<file path="config.mk">
export PLATFORM = sky130hd
export DESIGN_NAME = seven_segment_scanner
export DESIGN_NICKNAME = d
export VERILOG_FILES = /design/src/rtl/seven_segment_scanner.sv
export SDC_FILE = /design/constraint.sdc
export NUM_CORES = 1
export LEC_CHECK = 0
export CAP_MARGIN = 20
export CELL_PAD_IN_SITES_DETAIL_PLACEMENT = 1
export CELL_PAD_IN_SITES_GLOBAL_PLACEMENT = 1
export CORE_MARGIN = 1.5
export CORE_UTILIZATION = 40
export CTS_CLUSTER_DIAMETER = 40
export DETAILED_ROUTE_END_ITERATION = 16
export PLACE_DENSITY_LB_ADDON = 0.1
export SETUP_SLACK_MARGIN = 0.3
export SLEW_MARGIN = 20
export SYNTH_ARGS = -nofsm -noshare
export SYNTH_HDL_FRONTEND = slang
export SYNTH_SLANG_ARGS = --single-unit
export TNS_END_PERCENT = 10
</file>
<file path="constraint.sdc">
create_clock -name clk -period 2.6 [get_ports clk]
set_clock_uncertainty 0.15 [all_clocks]
set_input_delay 0.52 -clock clk [delete_from_list [all_inputs] [get_ports clk]]
set_output_delay 0.52 -clock clk [all_outputs]
set_load 0.02 [all_outputs]
</file>
<file path="src/rtl/seven_segment_scanner.sv">
// ---------------------------------------------------------------------------
// seven_segment_scanner
//
// Time-multiplexed driver for a NUM_DIGITS-digit seven-segment display.
// A prescaler divides the clock into digit slots of DIV cycles; a digit
// index walks 0..NUM_DIGITS-1 and the selected nibble of the active buffer
// is decoded to segments. New display data is captured into a pending
// buffer and only promoted to the active buffer at the frame boundary, so
// a frame is never shown half old / half new.
//
// Parameters
//   NUM_DIGITS     number of multiplexed digits (1..8)
//   DIV            clock cycles per digit slot (>= 2)
//   SEG_ACTIVE_LOW 1 inverts seg and dp at the pins
//   AN_ACTIVE_LOW  1 inverts an at the pins
//
// Ports
//   clk        in   clock, rising edge
//   rst_n      in   asynchronous active-low reset
//   enable     in   scan enable; 0 freezes the scan and blanks the display
//   load       in   capture strobe for value / dp_in / blank_lz
//   value      in   4*NUM_DIGITS hex nibbles, nibble 0 = digit 0 (LSD)
//   dp_in      in   decimal point per digit
//   blank_lz   in   leading-zero suppression request
//   seg        out  segments, seg[0]=a .. seg[6]=g
//   dp         out  decimal point of the digit being shown
//   an         out  one-hot digit select
//   frame_done out  one-cycle pulse at the end of each full scan
// ---------------------------------------------------------------------------
module seven_segment_scanner #(
  parameter int NUM_DIGITS     = 4,
  parameter int DIV            = 1000,
  parameter bit SEG_ACTIVE_LOW = 1'b0,
  parameter bit AN_ACTIVE_LOW  = 1'b0
) (
  input  logic                    clk,
  input  logic                    rst_n,
  input  logic                    enable,
  input  logic                    load,
  input  logic [4*NUM_DIGITS-1:0] value,
  input  logic [NUM_DIGITS-1:0]   dp_in,
  input  logic                    blank_lz,
  output logic [6:0]              seg,
  output logic                    dp,
  output logic [NUM_DIGITS-1:0]   an,
  output logic                    frame_done
);

  // -------------------------------------------------------------------------
  // Local parameters
  // -------------------------------------------------------------------------
  localparam int CNT_W = (DIV > 1) ? $clog2(DIV) : 1;
  localparam int IDX_W = (NUM_DIGITS > 1) ? $clog2(NUM_DIGITS) : 1;

  localparam logic [CNT_W-1:0] CNT_MAX = CNT_W'(DIV - 1);
  localparam logic [IDX_W-1:0] IDX_MAX = IDX_W'(NUM_DIGITS - 1);

  // Pin polarity masks. The inactive level of each output equals its mask,
  // because the logical inactive value is all zeros before inversion.
  localparam logic [6:0]            SEG_INV = {7{SEG_ACTIVE_LOW}};
  localparam logic                  DP_INV  = SEG_ACTIVE_LOW;
  localparam logic [NUM_DIGITS-1:0] AN_INV  = {NUM_DIGITS{AN_ACTIVE_LOW}};

  // -------------------------------------------------------------------------
  // Hex to seven-segment decode, bit order g..a
  // -------------------------------------------------------------------------
  function automatic logic [6:0] hex_to_seg(input logic [3:0] nib);
    logic [6:0] s;
    case (nib)
      4'h0:    s = 7'h3F;
      4'h1:    s = 7'h06;
      4'h2:    s = 7'h5B;
      4'h3:    s = 7'h4F;
      4'h4:    s = 7'h66;
      4'h5:    s = 7'h6D;
      4'h6:    s = 7'h7D;
      4'h7:    s = 7'h07;
      4'h8:    s = 7'h7F;
      4'h9:    s = 7'h6F;
      4'hA:    s = 7'h77;
      4'hB:    s = 7'h7C;
      4'hC:    s = 7'h39;
      4'hD:    s = 7'h5E;
      4'hE:    s = 7'h79;
      4'hF:    s = 7'h71;
      default: s = 7'h00;
    endcase
    return s;
  endfunction

  // -------------------------------------------------------------------------
  // State
  // -------------------------------------------------------------------------
  logic [CNT_W-1:0]        r_cnt;
  logic [IDX_W-1:0]        r_idx;

  logic [4*NUM_DIGITS-1:0] r_pend_val;
  logic [NUM_DIGITS-1:0]   r_pend_dp;
  logic                    r_pend_blz;

  logic [4*NUM_DIGITS-1:0] r_act_val;
  logic [NUM_DIGITS-1:0]   r_act_dp;
  logic                    r_act_blz;

  logic [6:0]              r_seg;
  logic                    r_dp;
  logic [NUM_DIGITS-1:0]   r_an;
  logic                    r_frame_done;

  // -------------------------------------------------------------------------
  // Combinational signals
  // -------------------------------------------------------------------------
  logic                    w_tick;
  logic                    w_last;
  logic                    w_wrap;
  logic [IDX_W-1:0]        w_idx_next;

  logic [3:0]              w_nib;
  logic                    w_dp_cur;
  logic                    w_blank_cur;
  logic [6:0]              w_seg_cur;
  logic [NUM_DIGITS-1:0]   w_an_cur;

  // Slot tick, last-digit detect and frame wrap; all gated by enable so a
  // paused scanner never advances or reports a frame.
  always_comb begin
    w_tick = enable & (r_cnt == CNT_MAX);
    w_last = (r_idx == IDX_MAX);
    w_wrap = w_tick & w_last;
    if (w_last) begin
      w_idx_next = '0;
    end else begin
      w_idx_next = r_idx + IDX_W'(1);
    end
  end

  // Prescaler and digit index; both hold while enable is low.
  always_ff @(posedge clk or negedge rst_n) begin
    if (!rst_n) begin
      r_cnt <= '0;
      r_idx <= '0;
    end else if (enable) begin
      if (w_tick) begin
        r_cnt <= '0;
        r_idx <= w_idx_next;
      end else begin
        r_cnt <= r_cnt + CNT_W'(1);
        r_idx <= r_idx;
      end
    end else begin
      r_cnt <= r_cnt;
      r_idx <= r_idx;
    end
  end

  // Pending buffer captures on every load; the active buffer only changes on
  // the frame wrap. A load on the wrap edge itself bypasses the pending
  // buffer so the freshly loaded data is not delayed by a whole frame.
  always_ff @(posedge clk or negedge rst_n) begin
    if (!rst_n) begin
      r_pend_val <= '0;
      r_pend_dp  <= '0;
      r_pend_blz <= 1'b0;
      r_act_val  <= '0;
      r_act_dp   <= '0;
      r_act_blz  <= 1'b0;
    end else begin
      if (load) begin
        r_pend_val <= value;
        r_pend_dp  <= dp_in;
        r_pend_blz <= blank_lz;
      end else begin
        r_pend_val <= r_pend_val;
        r_pend_dp  <= r_pend_dp;
        r_pend_blz <= r_pend_blz;
      end

      if (w_wrap) begin
        if (load) begin
          r_act_val <= value;
          r_act_dp  <= dp_in;
          r_act_blz <= blank_lz;
        end else begin
          r_act_val <= r_pend_val;
          r_act_dp  <= r_pend_dp;
          r_act_blz <= r_pend_blz;
        end
      end else begin
        r_act_val <= r_act_val;
        r_act_dp  <= r_act_dp;
        r_act_blz <= r_act_blz;
      end
    end
  end

  // Digit select, nibble mux and leading-zero blanking for the current index.
  // The scan runs from the most significant digit down so that w_zero_run
  // holds "this nibble and every higher nibble are zero" at each position.
  always_comb begin
    logic w_zero_run;
    w_zero_run  = 1'b1;
    w_nib       = 4'h0;
    w_dp_cur    = 1'b0;
    w_blank_cur = 1'b0;
    w_an_cur    = '0;
    for (int k = NUM_DIGITS - 1; k >= 0; k--) begin
      w_zero_run = w_zero_run & (r_act_val[4*k +: 4] == 4'h0);
      if (r_idx == IDX_W'(k)) begin
        w_nib       = r_act_val[4*k +: 4];
        w_dp_cur    = r_act_dp[k];
        w_an_cur[k] = 1'b1;
        // Digit 0 always shows, so a value of zero still reads "0".
        w_blank_cur = r_act_blz & w_zero_run & (k != 0);
      end else begin
        w_an_cur[k] = 1'b0;
      end
    end
    if (w_blank_cur) begin
      w_seg_cur = 7'h00;
    end else begin
      w_seg_cur = hex_to_seg(w_nib);
    end
  end

  // Output registers, polarity applied here so the pins come straight from
  // flops. While disabled every output sits at its inactive level.
  always_ff @(posedge clk or negedge rst_n) begin
    if (!rst_n) begin
      r_seg        <= SEG_INV;
      r_dp         <= DP_INV;
      r_an         <= AN_INV;
      r_frame_done <= 1'b0;
    end else if (enable) begin
      r_seg        <= w_seg_cur ^ SEG_INV;
      r_dp         <= w_dp_cur ^ DP_INV;
      r_an         <= w_an_cur ^ AN_INV;
      r_frame_done <= w_wrap;
    end else begin
      r_seg        <= SEG_INV;
      r_dp         <= DP_INV;
      r_an         <= AN_INV;
      r_frame_done <= 1'b0;
    end
  end

  assign seg        = r_seg;
  assign dp         = r_dp;
  assign an         = r_an;
  assign frame_done = r_frame_done;

endmodule

</file>
# After elaboration in Yosys (flattened, before gate mapping)
# Memories as Yosys holds them, arrays and structs flattened.
# Cells that the tools add are included.
dict set report word_totals {
  ff_bits 67
  romBits 112
  in_bits 25
  out_inout_bits 13
  memories 1
}
dict set report op_classes {
  add_sub_neg 2
  eq_ne 4
  n_mux 26
  n_bitwise 7
  reduce_logical 5
}
# memory depth width rd rd_clocked_by_memory_dff wr line
set memory_table {}
lappend memory_table {{(no name shown)} 16 7 1 0 0 69} ;# case (nib)
# operator count
set op_table {}
lappend op_table {{4-bit 2-to-1 mux} 6}
lappend op_table {{16-bit 2-to-1 mux} 1}
lappend op_table {{1-bit 2-to-1 mux} 15}
lappend op_table {{7-bit 2-to-1 mux} 2}
lappend op_table {{4-bit logical NOT} 3}
lappend op_table {{10-bit by 1-bit adder with 10-bit output (second input constant)} 1}
lappend op_table {{10-bit equality test (second input constant)} 1}
lappend op_table {{10-bit 2-to-1 mux} 1}
lappend op_table {{1-bit bitwise AND} 7}
lappend op_table {{2-bit equality test (second input constant)} 2}
lappend op_table {{2-bit by 1-bit adder with 2-bit output (second input constant)} 1}
lappend op_table {{2-bit by 1-bit equality test with 1-bit output (second input constant)} 1}
lappend op_table {{2-bit logical NOT} 1}
lappend op_table {{2-bit 2-to-1 mux} 1}
lappend op_table {{2-bit AND reduction} 1}

# Depth between registers and ports, before layout
# Gate-level depths: netlist (run 1).
dict set report depth {
  word_depth 8
  ltp_mapped 11
  depth_no_buf 10
}

# Least setup slack after synthesis (run 1)
# No wires, ideal clock.
dict set report synth_path {
  path_kind {register to register}
  start {register r_idx[0]}
  end {register r_seg[5], in the netlist seg[5]}
  setup_ns 0.104
  t_arrival_ns 2.270
  required_time_ns 2.346
  path_slack_ns 0.076
  path_stages_with_launch 10
  n_path_buf 1
  synth_period_minus_slack_ns 2.524
  cell_sequence {dfrtp_1 -> inv_1 -> ha_1 -> buf_2 -> a21oi_1 -> a22oi_1 -> inv_1 -> ha_1 -> mux2_2 -> a221oi_1}
}
dict set report synth_between {
  elab_chain_cells 8
}
# item line
set synth_lines {}
lappend synth_lines {{start: declaration} 95} ;# logic [IDX_W-1:0] r_idx;
lappend synth_lines {{start signal: assignment} 145} ;# r_idx <= w_idx_next;
lappend synth_lines {{start signal: assignment} 148} ;# r_idx <= r_idx;
lappend synth_lines {{start signal: assignment} 152} ;# r_idx <= r_idx;
lappend synth_lines {{2-bit equality test} 208} ;# if (r_idx == IDX_W'(k)) begin
lappend synth_lines {{4-bit 2-to-1 mux (4 in series)} 208}
lappend synth_lines {{memory read 16 x 7 bit} --}
lappend synth_lines {{7-bit 2-to-1 mux *} 218} ;# if (w_blank_cur) begin
lappend synth_lines {{7-bit 2-to-1 mux *} 233} ;# end else if (enable) begin
lappend synth_lines {{end signal: assignment} 234} ;# r_seg <= w_seg_cur ^ SEG_INV;
lappend synth_lines {{end: declaration} 105} ;# logic [6:0] r_seg;
# Every way passes the cells marked *; elsewhere a longest branch is shown, timed or not.
# A chain may end at the register's enable or synchronous reset.

# Worst setup path in the final report (run 1)
dict set report layout_path {
  start {register r_idx[0]}
  end {register r_seg[3], in the netlist seg[3]}
}
# The elaborated chain is that of the path after synthesis.

==> flow_summary.yaml, run 1 <==
cts:
  cts_htree_levels: 3
  clk_latency_ps: 350
  cts-root-buf: "clkbuf_8"
  cts_max_path_buffers: 2
  clk_pin_slew_worst_paths_ps: 80
  cts_tree: "done"
  cts_made_buffers: 9
  cts_sinks: 67
routing:
  ant_nets: 0
  drt_wl_total_um: 7150
  drt_iter0_drc: 92
  wl_met1_um: 3280
  route.met2.wl_um: 3530
  via_per_inst: 5.04
  met3_length_um: 205
  wl_per_cell_um: 16.7
  drcViolationCount: 0
  vias: 2158
  routed.top_layer: "met4"
  drt-pass1-iter-count: 4
worst_setup_path:
  worstSetupStartpointType: "flop"
  crit_fanout: 5
  crit_arrival_ps: 2410
  critPathRequiredTime_ps: 2680
  cp-end-kind: "flop"
  path_class: "flop to flop"
timing:
  slew_headroom_pct: 44.4
  rsz0062_at_grt: "true"
  worstMarginPinSlew_ps: 827
  final.period_utilization_pct: 89.8
  fin_tns_setup_ps: 0
  max_freq_ghz: 0.428
  fin_crit_ps: 2340
  finalMaxSlewViolations: 0
  hold_violations: 0
  setup_viol: 0
global_route:
  grt_pass1_wl_um: 11500
  grt_pass1_vias: 2291
  globalRouteOverflowTotal: 0
  grt_antenna_before_repair: 0
  grt_usage_pct: 17.8
  grt_max_degree: 34
yosys:
  synth_area_sq_mm: 0.00312
  postSynth.asyncResetShare_pct: 100
  ys_seq_area_share_pct: 53.8
  synthTopCellsByArea: "dfrtp_1 54%, mux2_2 15%, ha_1 4.4%, nand2_1 2.0%, o21ai_0 1.9%"
  syn-instance-count: 250
  synth_most_common_cell: "dfrtp_1"
  synth_edf_count: 0
  netlist_top_cells_count: "67 x dfrtp_1, 42 x mux2_2, 17 x nand2_1, 12 x o21ai_0, 11 x ha_1"
  yosysTopAreaCell: "dfrtp_1"
  synth-main-ff-cell: "dfrtp_1"
  synthDistinctLibCells: 51
  synth_top_area_share_pct: 53.8
  synthesis.nets: 286
  ys_ff_latch: 67
  yosysWarnings: 0
  syn_avg_cell_area_sq_um: 12.5
floorplan:
  row_count: 31
  core_sq_mm: 0.00741
  die_w_um: 91.3
  dieArea_sq_mm: 0.00833
  die_height_um: 91.3
  io_pins: 38
  start_util_pct: 42.1
finish:
  seq_area_sq_mm: 0.00168
  final_area_sq_mm: 0.00427
  area_growth_syn_to_layout_pct: 37.1
  multi_input_area_sq_mm: 0.00155
  num-fill-cells: 764
  diodes: 0
  final_util_pct: 57.6
  nNetsFinal: 360
  drive_gt1_share_pct: 41.3
outcome:
  outcome: "finished clean"
run:
  cap_violations: 0
power_and_ir_drop:
  p_leak_nw: 1.88
  irDropWorstVdd_uv: 307
  power_per_cell_area_mw_per_mm2: 533
place:
  io_buffer_count: 37
  placed_cell_area_sq_mm: 0.00365
  place.gp.congestion: 0.734
  dpl.hpwl_um: 4580
min_path:
  holdCritPathClass: "input pin to asynchronous set/reset pin"
[worst paths after layout]
| path | slack (ps) | start | cells after the start | end |
|---|---|---|---|---|
| min | 30 | rst_n | 1 | r_pend_val[13] |
| min reg2reg | 350 | r_pend_val[3] | 1 | r_pend_val[3] |
| max reg2reg | 260 | r_idx[0] | 11 | seg[3] |
| max | 260 | r_idx[0] | 11 | seg[3] |
| min in group clk | 350 | r_pend_val[3] | 1 | r_pend_val[3] |
| max in group asynchronous | 1650 | rst_n | 2 | r_idx[0] |
[cells by family (layout without fill, tap and decap cells)]
group                      Yosys count  count (layout)  synth area share, %
muxes                               47              47                 16.9
adders and majority gates           11              11                 4.42
buffers and inverters               20              99                 3.01
DFF                                 67              67                 53.8
and+or+nand+nor                     59              59                 10.1
xor gates and xnor gates             6               6                 1.69
AOI/OAI and AO/OA                   40              40                 10.0
[through the flow]
stage	worst slack (ps)	hold slack (ps)	instances	power (mW)
global placement	111	329	385	1.41
global route	179	64.3	428	2.37
finish	264	29.6	428	2.28
CTS	276	38.9	405	2.30
floorplan	304	74.4	250	1.30
detailed placement	53.7	335	385	1.42
[report_power, final]
group          internal [mW]  switching [mW]  leakage (nW)
combinational          0.121           0.102         0.941
clock                  0.468           0.410         0.102
sequential              1.12          0.0583         0.841
total                   1.70           0.570          1.88
[routing by layer]
metal,up-vias,global-route usage (%)
met2,27,27.7
met5,-,0
met1,1092,23.8
met3,11,3.69
li1,1028,-
met4,0,7.81
[layout make-up]
class                           instances  share of cell area, %
Timing Repair Buffer                   73                   15.7
Tap cell                               99                   2.90
Inverter                               10                  0.996
Clock inverter                          6                   1.52
Clock buffer                           10                   3.22
Sequential cell                        67                   39.3
Multi-Input combinational cell        163                   36.4
[placed cells by master (no fill, tap or decap), drive strengths merged, types with 4 or more instances in the layout]
master	instances
dfrtp	67
mux2	43
buf	37
clkdlybuf4s50	36
nand2	18
o21ai	12
nor2	11
ha	11
clkbuf	10
inv	10
and2	6
nand2b	6
a21oi	6
nand3	4
xnor2	4
mux2i	4
clkinv	4
[worst max-delay path, cell delays in order (launching register included)]
cell	delay [ps]
dfrtp_2	420
inv_4	60
ha_4	190
buf_4	140
a21oi_1	130
o21ai_1	100
a22o_4	270
buf_4	160
ha_4	260
o21ai_0	110
o2111ai_2	120
o31ai_4	100
[registers in the layout, summed over array words and instances, names as in the netlist]
signal / count
r_pend_val: 16
r_act_val: 16
r_cnt: 10
r_act_dp: 4
r_idx: 2
r_pend_dp: 4
r_act_blz: 1
frame_done: 1
r_pend_blz: 1
dp: 1
an: 4
seg: 7
[timing repair]
action | CTS | global route
endpoints found under the setup margin | 7 | 7
setup buffers | 4 | 23
resized for setup | 9 | 41
hold buffers | 0 | 0
pin swaps | 2 | 17
Power figures use the tool's default switching activity.
==> run 2: changes to the inputs <==
--- a/constraint.sdc
+++ b/constraint.sdc
@@ -4,2 +4,2 @@
 set_output_delay 0.52 -clock clk [all_outputs]
-set_load 0.02 [all_outputs]
+set_load 0.005 [all_outputs]
==> results of run 2 <==
The final DEF is identical to that of run 1. Status: finished clean.
Among the figures that moved: total power 2.28 mW -> 2.27 mW
==> RTL change, RTL diff (config.mk and constraints of run 1) <==
Put one more register stage on the output `dp`, without a reset. The value now appears one clock later. The other outputs are not delayed to match.
--- a/src/rtl/seven_segment_scanner.sv
+++ b/src/rtl/seven_segment_scanner.sv
@@ -244,7 +244,9 @@
   end
 
   assign seg        = r_seg;
-  assign dp         = r_dp;
+  always_ff @(posedge clk) begin
+    dp <= r_dp;
+  end
   assign an         = r_an;
   assign frame_done = r_frame_done;
 
Check against the original RTL: no difference found for any inputs over 10 cycles, from zero or initial values and one cycle with rst_n low; that may be too few to reach the edited logic, so the function may still have changed.
==> RTL change against run 1 <==
  * Combinational power grew 2%
  * Setup slack lost 22 ps
  * Synthesized area grew 0.64%
  * Design area shrank 3.5%
  * Critical path depth shrank 2
  * Sequential cell count grew 1
  * Power grew 1.2%
  * Wire length shrank 0.22%
  * Non-clock buffer count shrank 12
  * Critical path type unchanged
==> RTL change: results (changes against run 1) <==
{| class="wikitable"
! Metric !! Value
|-
| Share of cells above drive strength 1 || 37.1% (-4.2 points)
|-
| Maximum number of pins on one net before global-route repair || 68 (+100%)
|-
| Placed cell areas || 3680 sq um (+0.86%)
|-
| Setup WS pre-CTS || 96.7 ps (+43.0 ps)
|-
| Number of DRC violations after detailed-routing iteration 0 || 57 (-38%)
|-
| First-pass iteration count of the detailed router || 4 (unchanged)
|-
| First-pass GRT wire length || 11200 um (-2.5%)
|-
| Result of the run || complete, no violations
|-
| Leading cell type in the layout, fill and taps excluded || sky130_fd_sc_hd__dfrtp_1
|-
| Last weighted congestion value of the routability-driven placer || 0.763 (+3.9%)
|-
| Static Leak || 1.80 nW (-4.2%)
|-
| Max FO, Critical Path || 6 (+1)
|-
| Maximum ir drop on the vdd rail || 0.242 mV (-21%)
|-
| Via count of the first global-routing pass || 2210 (-3.5%)
|-
| Data arrival time at the worst-slack endpoint || 2470 ps (+60 ps)
|-
| Register-to-Register Setup Slack || 240 ps (-20 ps)
|-
| Ranking of synthesized cells by area || sky130_fd_sc_hd__dfrtp_1 (53%), sky130_fd_sc_hd__mux2_2 (15%), sky130_fd_sc_hd__ha_1 (4.4%), sky130_fd_sc_hd__nand2_1 (2.0%), sky130_fd_sc_hd__o21ai_0 (1.9%)
|-
| Final net count || 349 (-3.1%)
|-
| Length of routed wiring on met1 || 3180 um (-3.1%)
|-
| Period Utilization, post-route || 90.7% (+0.85 points)
|-
| Sum of routed wire length over all layers || 7140 um (-0.22%)
|-
| Transition time at the pin with the least slew margin || 537 ps (-290 ps)
|-
| Net count of the mapped netlist || 287 (+0.35%)
|-
| Via count || 2134 (-1.1%)
|-
| Yosys cell types || 52 (+2.0%)
|-
| Gr usage total || 17.4% (-0.31 points)
|-
| Cts-stage hold buffer count || 0 (unchanged)
|-
| Detailed route wirelength on metal3 || 206 um (+0.49%)
|-
| HPWL after detailed placement || 4700 um (+2.5%)
|-
| Asr flop ratio synth || 98.5% (-1.5 points)
|-
| Filler instances || 798 (+4.5%)
|-
| Met2 wire length || 3670 um (+4.1%)
|}
## RTL change: changes by cell type in the layout (fill, tap and decap cells not counted), sizes merged
cell / delta
inv: +1
clkinvlp: +1
buf: -13
clkinv: -1
dfxtp: +1
## RTL change: final timing paths
| path | start | endpoint | depth (start not counted) |
|---|---|---|---|
| setup / recovery | r_idx[0]$_DFFE_PN0P_ | seg[3]$_DFF_PN0_ | 9 |
| setup reg to reg | r_idx[0]$_DFFE_PN0P_ | seg[3]$_DFF_PN0_ | 9 |
| hold / removal | rst_n | r_pend_val[5]$_DFF_PN0_ | 2 |
| hold reg to reg | r_dp$_DFF_PN0_ | dp$_DFF_P_ | 0 |
| max in group asynchronous | rst_n | r_idx[0]$_DFFE_PN0P_ | 2 |
| min in group clk | r_dp$_DFF_PN0_ | dp$_DFF_P_ | 0 |
## RTL change: repair_timing
action | CTS | global route
buffers inserted | 4 | 10
gates resized for setup | 9 | 23
pin swaps | 2 | 8
endpoints found under the setup margin | 7 | 26
## RTL change: metal layers
layer	global-route usage, %	vias up
met4	6.25	0
met3	4.27	8
met1	22.6	1079
met5	0	-
li1	-	1011
met2	28.3	36
## RTL change: stage by stage
stage               hold WS (ps)  cells  util (%)
floorplan                   74.4    251         -
global placement             177    390      48.1
detailed placement           182    390      48.1
CTS                         34.8    410      51.7
global route                46.6    420      53.9
finish                      14.2    420      53.9
## RTL change: cell families after synthesis
kind of cell	Yosys count	synth area share, %
adders and majority gates	11	4.39
and+or+nand+nor	59	10.0
xor gates and xnor gates	6	1.68
buffers and inverters	20	2.99
AOI/OAI and AO/OA	40	9.98
DFF	68	54.1
muxes	47	16.8
## RTL change: area by class of cell
type / instances / area share, %
clock inverter: 7 / 1.85
timing repair buffer: 61 / 13.8
clock buffer: 9 / 3.01
inverter: 10 / 0.972
sequential: 68 / 41.2
tap: 102 / 3.10
multi-input combinational: 163 / 36.1
## RTL change: critical path: stages (launching register included)
cell	delay [ps]
sky130_fd_sc_hd__dfrtp_2	470
sky130_fd_sc_hd__inv_4	70
sky130_fd_sc_hd__ha_4	200
sky130_fd_sc_hd__buf_6	130
sky130_fd_sc_hd__mux2i_4	180
sky130_fd_sc_hd__a2111oi_4	350
sky130_fd_sc_hd__buf_4	200
sky130_fd_sc_hd__nor2_4	60
sky130_fd_sc_hd__mux2_4	310
sky130_fd_sc_hd__o31ai_4	160
## RTL change: where the power goes
group / internal [mW] / total [mW] / switching, mW
Combinational: 0.120 / 0.226 / 0.106
Clock: 0.447 / 0.888 / 0.441
Sequential: 1.13 / 1.19 / 0.0583
Total: 1.70 / 2.30 / 0.605
